===== src/rtl/demux_rr_scheduler_pkg.sv =====
// Shared definitions for the 1-to-8 demux scheduler and its channel selector.
package demux_rr_scheduler_pkg;

  localparam int NUM_CH = 8;
  localparam int SEL_W  = 3;

  localparam logic MODE_RR    = 1'b0;
  localparam logic MODE_FIXED = 1'b1;

  typedef enum logic {
    IDLE = 1'b0,
    HOLD = 1'b1
  } state_e;

  function automatic logic [NUM_CH-1:0] sel_onehot(input logic [SEL_W-1:0] s);
    return NUM_CH'(1) << s;
  endfunction

endpackage


===== src/rtl/demux_rr_scheduler_rr_next_sel.sv =====
// Combinational channel picker: round-robin after the last grant, or a fixed
// configured channel; reports whether the chosen channel is enabled.
module rr_next_sel
  import demux_rr_scheduler_pkg::*;
(
  input  logic [SEL_W-1:0]  last,
  input  logic [NUM_CH-1:0] chan_en,
  input  logic              mode,
  input  logic [SEL_W-1:0]  cfg_sel,
  output logic [SEL_W-1:0]  target,
  output logic              tgt_ok
);

  logic [SEL_W-1:0] idx;

  always_comb begin
    target = '0;
    tgt_ok = 1'b0;
    idx    = '0;
    if (mode == MODE_FIXED) begin
      target = cfg_sel;
      tgt_ok = chan_en[cfg_sel];
    end else begin
      // Walk from the farthest offset down so the nearest enabled channel
      // after last wins; offset NUM_CH wraps back to last itself.
      for (int i = NUM_CH; i >= 1; i--) begin
        idx = last + SEL_W'(i);
        if (chan_en[idx]) begin
          target = idx;
          tgt_ok = 1'b1;
        end
      end
    end
  end

endmodule


===== src/rtl/demux_rr_scheduler.sv =====
// Sequenced 1-to-8 demultiplexer with a registered output word and a
// round-robin or fixed channel selection.
//
// state | meaning
// IDLE  | no word held, out_valid is zero
// HOLD  | one word held for channel sel, waiting on out_ready[sel]
module demux_rr_scheduler
  import demux_rr_scheduler_pkg::*;
#(
  parameter int DATA_W = 8,
  parameter int CNT_W  = 16
) (
  input  logic              clk,
  input  logic              rst_n,
  input  logic              in_valid,
  input  logic [DATA_W-1:0] in_data,
  output logic              in_ready,
  input  logic [7:0]        chan_en,
  input  logic              mode,
  input  logic [2:0]        cfg_sel,
  output logic [7:0]        out_valid,
  output logic [DATA_W-1:0] out_data,
  input  logic [7:0]        out_ready,
  output logic [2:0]        sel,
  output logic [CNT_W-1:0]  sent_cnt
);

  state_e            state_q, state_d;
  logic [SEL_W-1:0]  last_q, last_d;
  logic [SEL_W-1:0]  sel_q, sel_d;
  logic [NUM_CH-1:0] out_valid_q, out_valid_d;
  logic [DATA_W-1:0] out_data_q, out_data_d;
  logic [CNT_W-1:0]  sent_cnt_q, sent_cnt_d;

  logic [SEL_W-1:0]  target;
  logic              tgt_ok;
  logic              deliver;
  logic              accept;

  rr_next_sel u_next_sel (
    .last    (last_q),
    .chan_en (chan_en),
    .mode    (mode),
    .cfg_sel (cfg_sel),
    .target  (target),
    .tgt_ok  (tgt_ok)
  );

  assign deliver  = (state_q == HOLD) && out_ready[sel_q];
  assign in_ready = tgt_ok && ((state_q == IDLE) || deliver);
  assign accept   = in_valid && in_ready;

  always_comb begin
    state_d     = state_q;
    last_d      = last_q;
    sel_d       = sel_q;
    out_valid_d = out_valid_q;
    out_data_d  = out_data_q;
    sent_cnt_d  = sent_cnt_q + {{(CNT_W-1){1'b0}}, deliver};
    case (state_q)
      IDLE: begin
        if (accept) state_d = HOLD;
      end
      HOLD: begin
        if (deliver && !accept) begin
          state_d     = IDLE;
          out_valid_d = '0;
        end
      end
      default: state_d = IDLE;
    endcase
    // A same-edge accept replaces the delivered word without a bubble.
    if (accept) begin
      out_data_d  = in_data;
      sel_d       = target;
      out_valid_d = sel_onehot(target);
      last_d      = target;
    end
  end

  always_ff @(posedge clk or negedge rst_n) begin
    if (!rst_n) begin
      state_q     <= IDLE;
      last_q      <= SEL_W'(NUM_CH - 1);
      sel_q       <= '0;
      out_valid_q <= '0;
      out_data_q  <= '0;
      sent_cnt_q  <= '0;
    end else begin
      state_q     <= state_d;
      last_q      <= last_d;
      sel_q       <= sel_d;
      out_valid_q <= out_valid_d;
      out_data_q  <= out_data_d;
      sent_cnt_q  <= sent_cnt_d;
    end
  end

  assign out_valid = out_valid_q;
  assign out_data  = out_data_q;
  assign sel       = sel_q;
  assign sent_cnt  = sent_cnt_q;

endmodule


===== config.mk =====
export PLATFORM = sky130hd
export DESIGN_NAME = demux_rr_scheduler
export DESIGN_NICKNAME = d
export VERILOG_FILES = /design/src/rtl/demux_rr_scheduler_pkg.sv /design/src/rtl/demux_rr_scheduler_rr_next_sel.sv /design/src/rtl/demux_rr_scheduler.sv
export SDC_FILE = /design/constraint.sdc
export NUM_CORES = 1
export LEC_CHECK = 0
export CAP_MARGIN = 30
export CORE_ASPECT_RATIO = 0.9
export CORE_MARGIN = 2
export CORE_UTILIZATION = 44
export CTS_BUF_LIST = sky130_fd_sc_hd__clkbuf_8
export CTS_CLUSTER_DIAMETER = 30
export DETAILED_ROUTE_END_ITERATION = 16
export DONT_BUFFER_PORTS = 1
export PLACE_DENSITY = 0.55
export SLEW_MARGIN = 15
export SYNTH_ARGS = -nofsm -noshare
export SYNTH_HDL_FRONTEND = slang
export SYNTH_SLANG_ARGS = --single-unit

===== constraint.sdc =====
create_clock -name clk -period 6.7 [get_ports clk]
set_input_delay 1.34 -clock clk [delete_from_list [all_inputs] [get_ports clk]]
set_output_delay 1.34 -clock clk [all_outputs]
set_load 0.02 [all_outputs]

==> results of run 1 <==
## logic make-up after synthesis
kind of cell | after synthesis | synth area share [%]
flip-flops | 39 | 34.3
multiplexers | 49 | 24.2
AO/OA/AOI/OAI | 55 | 16.3
adder cells (fa/ha/maj) | 4 | 1.75
buffers and inverters | 25 | 4.16
AND/OR/NAND/NOR | 70 | 13.4
XOR/XNOR | 19 | 5.83
## critical path, stage by stage (launching register included)
cell and delay [ns]:
dfstp_2 0.94, mux4_2 0.69, or4_1 0.55, o311a_4 0.45
## power groups by stage
stage	Clock, µW	Combinational (µW)	Sequential, µW
4_1_cts	151	880	551
3_5_place_dp	0	875	556
6_report	145	882	548
2_1_floorplan	0	797	469
3_3_place_gp	0	881	557
5_1_grt	164	979	572
## flip-flops by register name (all words and copies together) (netlist names)
name	cells
out_data	8
state_q	1
last_q	3
sent_cnt	16
sel	3
out_valid	8
## layout make-up
class | instances | area share (%)
clock inverter | 3 | 0.423
tap | 87 | 3.68
clock buffer | 5 | 2.33
inverter | 8 | 1.02
multi-input combinational | 197 | 59.4
sequential | 39 | 33.1
## synthesized netlist by cell type (2+ instances only)
library cell	instances
a32o_1	2
nand4_1	3
nand3_1	11
a32o_2	2
nand2_1	16
a21oi_1	11
mux2_1	3
mux2_2	14
xor2_1	4
mux4_2	14
nor2b_1	6
xnor2_1	15
o211ai_1	2
dfrtp_1	36
ha_1	4
buf_6	2
a21o_1	5
clkbuf_1	9
o311ai_0	2
dfstp_2	3
o41ai_1	2
a2111oi_0	3
inv_1	7
nor3_1	2
nand2b_1	4
a22o_1	4
o22ai_1	2
buf_2	4
nor2_1	12
and3_1	5
and2_1	2
mux2i_1	17
a22oi_1	3
a31oi_1	5
nor4_1	2
## routing by layer
layer	vias to the layer above	share of wire [%]	track usage [%]
li1	979	-	-
met1	1043	47	30.5
met2	69	45	27.3
met3	2	8.1	5.45
met4	0	0.27	3.94
met5	-	0	0
## metrics by stage
step / cells / area [µm²] / power [µW] / hold slack, ns / setup WS, ns
after floorplan: 261 / 2850 / 1270 / 0.489 / 2.37
after global placement: 331 / 2870 / 1440 / 0.549 / 2.47
after detailed placement: 331 / 2870 / 1430 / 0.551 / 2.47
after CTS: 339 / 2960 / 1580 / 0.569 / 2.42
after global routing: 339 / 2960 / 1710 / 0.621 / 2.29
final: 339 / 2960 / 1580 / 0.557 / 2.44
## worst max-delay path by stage
stage	startpoint	end	slack, ns
after global placement	chan_en[7]	in_ready	2.47
final	last_q[0]$_DFFE_PN1P_	in_ready	2.44
after CTS	last_q[0]$_DFFE_PN1P_	in_ready	2.42
after floorplan	chan_en[5]	in_ready	2.37
after global routing	last_q[0]$_DFFE_PN1P_	in_ready	2.29
after detailed placement	chan_en[7]	in_ready	2.47
==> impl_metrics.ini, run 1 <==
[global_routing]
grt_util_all_layers_pct = 19.7
grt_pass1_wl_mm = 10.7
first_global_vias = 2007
grt_max_degree = 40
antenna_found_initial = 0
overflow = 0

[cells_and_area]
n_fill_cell = 612
multi_input_area_um2 = 1760
nNetsFinal = 286
n_antenna_cell = 0
register_area_um2 = 980
drive_gt1_share_pct = 19.8
postLayoutCoreUtil_pct = 47.8
final_cell_mix = dfrtp_1, mux2i_1, nand2_1
area_growth_pct = 3.55
final_common_cell = dfrtp_1

[timing]
period_minus_slack_ns = 4.26
finalCritPeriodShare_pct = 63.5
fmax_mhz = 235
slew_viol_final = 0
rsz0062_at_grt = false
setup_viol = 0
maxSlewHeadroom_pct = 55.4
fin_tns_setup_ns = 0
finalHoldViolations = 0
final.setup_skew_ns = 0.00680
tightest_slew_ns = 0.664

[worst_setup_path]
critPathRequiredTime_ns = 5.36
criticalPathCategory = flop to primary output
critPathCaptureType = primary output
r2r-start = last_q[0]$_DFFE_PN1P_
critPathLaunchType = flop
worstPathMaxFanout = 26
r2r_end = out_valid[4]$_DFFE_PN0P_
worstRegToRegCells = 9
worst_ep_arrival_time_ns = 2.92
r2r_slack_ns = 2.73

[pwr]
power_frac_seq_pct = 34.8
power.switching_uw = 763
p_comb_share_pct = 56.0
p_int_uw = 813
clkPwrFrac_pct = 9.2
powerDensity_nw_per_um2 = 533
irDropWorstVdd_mv = 0.200
cellLeakagePower_uw = 0.00121
sw_frac_of_total_pct = 48.4

[yosys]
synth_top_area_share_pct = 31.6
ys_warn_count = 0
syn_nets = 296
yosysSeqAreaShare_pct = 34.3
synthArstFlopShare_pct = 100
synth_area_leaders = dfrtp_1, mux4_2, mux2i_1
synthDistinctLibCells = 58
synth-edff-count = 0
synthCells = 261
synth_top_area_cell = dfrtp_1
synth_seq_cells = 39
ys.flop_type = dfrtp_1
avgSynthCellArea_um2 = 10.9
netlist_area_um2 = 2850

[min_path]
min_to = state_q$_DFF_PN0_
hold_class = flop to flop
hold_path.startpoint = state_q$_DFF_PN0_
min_path_cells = 2

[clock_tree]
cts_buffers = 5
cts.repair.resized = 0
htree_num_levels = 2
clock_path_buffers = 2
clk_latency_ns = 0.28
root_buffer = clkbuf_8
cts.sinks = 39
postCtsSetupBuffers = 0
clk_pin_slew_worst_paths_ns = 0.07
cts_tree = built
cts_hold_buf = 0

[route]
drc_errors = 0
drtIter0Drc = 143
post_drt_wl_per_cell_um = 19.5
wl_mm = 6.63
antenna_left = 0
num_vias = 2093
via_per_inst = 6.17
drt_first_pass_iters = 4

[floorplanning]
die_x_um = 88.9
ios = 67
start_util_pct = 46.2
rows = 27
die_area_um2 = 7150
core_area_um2 = 6180
die_y_um = 80.4

[status]
status = finished, final reports clean

[run]
cap_violations = 0

[placed_design]
io_buffers = 0
place_congestion = 0.888
dp_hpwl_mm = 4.92
(Power assumes the default switching activity.)
==> run 2, diff against run 1 <==
==> constraint.sdc (replaced) <==
create_clock -name clk -period 4 [get_ports clk]
set_input_delay 0.8 -clock clk [delete_from_list [all_inputs] [get_ports clk]]
set_output_delay 0.8 -clock clk [all_outputs]
set_load 0.02 [all_outputs]
==> run 2 against run 1 <==
Effect of this change: via count is 2.2% higher; power is 73% higher; clock power up 80%; clock skew decreased by 0.0034 ns; sequential share of layout area is 0.65 points lower; register-to-register slack worse by 2.3 ns; worst setup slack got worse by 2.0 ns; flip-flop and latch count unchanged; combinational power increased by 81%; non-clock buffer count increased by 7; cell count up 1.8%; critical path type unchanged; largest power group unchanged.
==> impl_metrics.ini, run 2 (synthesis gave the netlist of run 1 again) <==
[global_routing]
grt_max_degree = 40
grt_util_all_layers_pct = 20.3
antenna_found_initial = 0
grt_pass1_wl_mm = 11.1
first_global_vias = 2090
overflow = 0

[floorplanning]
die_area_um2 = 7150
ios = 67
die_x_um = 88.9
start_util_pct = 46.2
die_y_um = 80.4
core_area_um2 = 6180
rows = 27

[pwr]
power_frac_seq_pct = 31.8
cellLeakagePower_uw = 0.00124
clkPwrFrac_pct = 9.6
irDropWorstVdd_mv = 0.414
p_comb_share_pct = 58.6
power.switching_uw = 1290
sw_frac_of_total_pct = 47.5
powerDensity_nw_per_um2 = 904
p_int_uw = 1430

[timing]
finalHoldViolations = 0
period_minus_slack_ns = 3.58
finalCritPeriodShare_pct = 89.6
fin_tns_setup_ns = 0
setup_viol = 0
fmax_mhz = 279
slew_viol_final = 0
tightest_slew_ns = 0.700
final.setup_skew_ns = 0.00338
maxSlewHeadroom_pct = 53.0
rsz0062_at_grt = false

[worst_setup_path]
worst_ep_arrival_time_ns = 2.78
cp_num_buf_inv = 1
cp_slowest_cell = dfstp_2
critPathLaunchType = flop
max_stage_delay_ns = 0.69
worstPathMaxFanout = 11
criticalPathCategory = flop to primary output
path_cells = buf_4 -> mux4_2 -> or4_1 -> o311a_4
critPathRequiredTime_ns = 3.20
critPathCaptureType = primary output
crit_family = flip-flops

[cells_and_area]
drive_gt1_share_pct = 22.5
fin_area_um2 = 3010
final_cell_mix = dfrtp_1, mux2i_1, nand2_1
largest_reg_flops = 16
stdcell_count = 345
postLayoutCoreUtil_pct = 48.8
final_common_cell = dfrtp_1
n_fill_cell = 574
area_growth_pct = 5.61
nNetsFinal = 293
n_antenna_cell = 0

[clock_tree]
root_buffer = clkbuf_8
cts.sinks = 39
htree_num_levels = 2
clk_latency_ns = 0.28
cts_tree = built
cts_hold_buf = 0
clock_path_buffers = 2
postCtsSetupBuffers = 0
cts.repair.resized = 0
clk_pin_slew_worst_paths_ns = 0.07
cts_buffers = 5

[route]
antenna_left = 0
drc_errors = 0
num_vias = 2139
wl_mm = 6.90
post_drt_wl_per_cell_um = 20.0
drtIter0Drc = 153
drt_first_pass_iters = 4
via_per_inst = 6.20

[placed_design]
dp.cells = 338
io_buffers = 0
dp_hpwl_mm = 5.12
dpl_cell_area_um2 = 2930
place_congestion = 0.949

[status]
status = finished, final reports clean

[run]
cap_violations = 0

[min_path]
hold_class = input pin to async pin
## run 2: cell count changes in the layout (fill, tap and decap cells not counted)
cell	change
buf_4	+7
inv_1	-2
clkbuf_8	+1
## run 2: final timing paths
check,start,endpoint,slack [ns],depth (start not counted)
setup / recovery,last_q[0]$_DFFE_PN1P_,in_ready,0.42,4
hold / removal,rst_n,out_valid[0]$_DFFE_PN0P_,0.21,0
setup reg to reg,last_q[0]$_DFFE_PN1P_,out_valid[4]$_DFFE_PN0P_,0.48,9
hold reg to reg,state_q$_DFF_PN0_,state_q$_DFF_PN0_,0.55,2
max in group asynchronous,rst_n,last_q[1]$_DFFE_PN1P_,3.61,0
min in group clk,state_q$_DFF_PN0_,state_q$_DFF_PN0_,0.55,2
## run 2: final cells by class
class                           instances  area [µm²]  share of cell area [%]
Clock buffer                            6        82.6                    2.74
Tap cell                               87         109                    3.61
Sequential cell                        39         980                    32.5
Clock inverter                          1        5.00                   0.166
Inverter                                8        30.0                   0.996
Multi-Input combinational cell        197        1760                    58.2
Timing Repair Buffer                    7        52.6                    1.74
## run 2: power groups by stage
stage	Clock [µW]	Combinational [µW]	Sequential, µW
6_report	261	1600	868
5_1_grt	291	1750	897
4_1_cts	275	1590	871
3_5_place_dp	0	1580	877
3_3_place_gp	0	1610	879
2_1_floorplan	0	1340	785
## run 2: metal layers
layer	vias up	routed length (µm)	GRT usage, %	share of wire [%]
met2	87	3050	27.8	44
met3	6	560	5.55	8.1
met5	-	0	0	0
met4	0	58	5.00	0.84
li1	985	-	-	-
met1	1061	3230	31.2	47
## run 2: worst reg2reg max path, delay by kind of cell (launching register included)
| kind | cells | cell delay [ns] |
|---|---|---|
| multiplexers | 2 | 0.94 |
| buffers and inverters | 1 | 0.15 |
| flip-flops | 1 | 0.69 |
| adder cells (fa/ha/maj) | 1 | 0.54 |
| AND/OR/NAND/NOR | 1 | 0.14 |
| AO/OA/AOI/OAI | 4 | 0.96 |
## run 2: stage by stage
| step | hold slack (ns) | total power (µW) | setup WS [ns] |
|---|---|---|---|
| after floorplan | 0.489 | 2120 | 0.512 |
| final | 0.206 | 2730 | 0.418 |
| after global routing | 0.183 | 2940 | 0.250 |
| after CTS | 0.191 | 2730 | 0.402 |
| after detailed placement | 0.505 | 2460 | 0.510 |
| after global placement | 0.505 | 2490 | 0.519 |
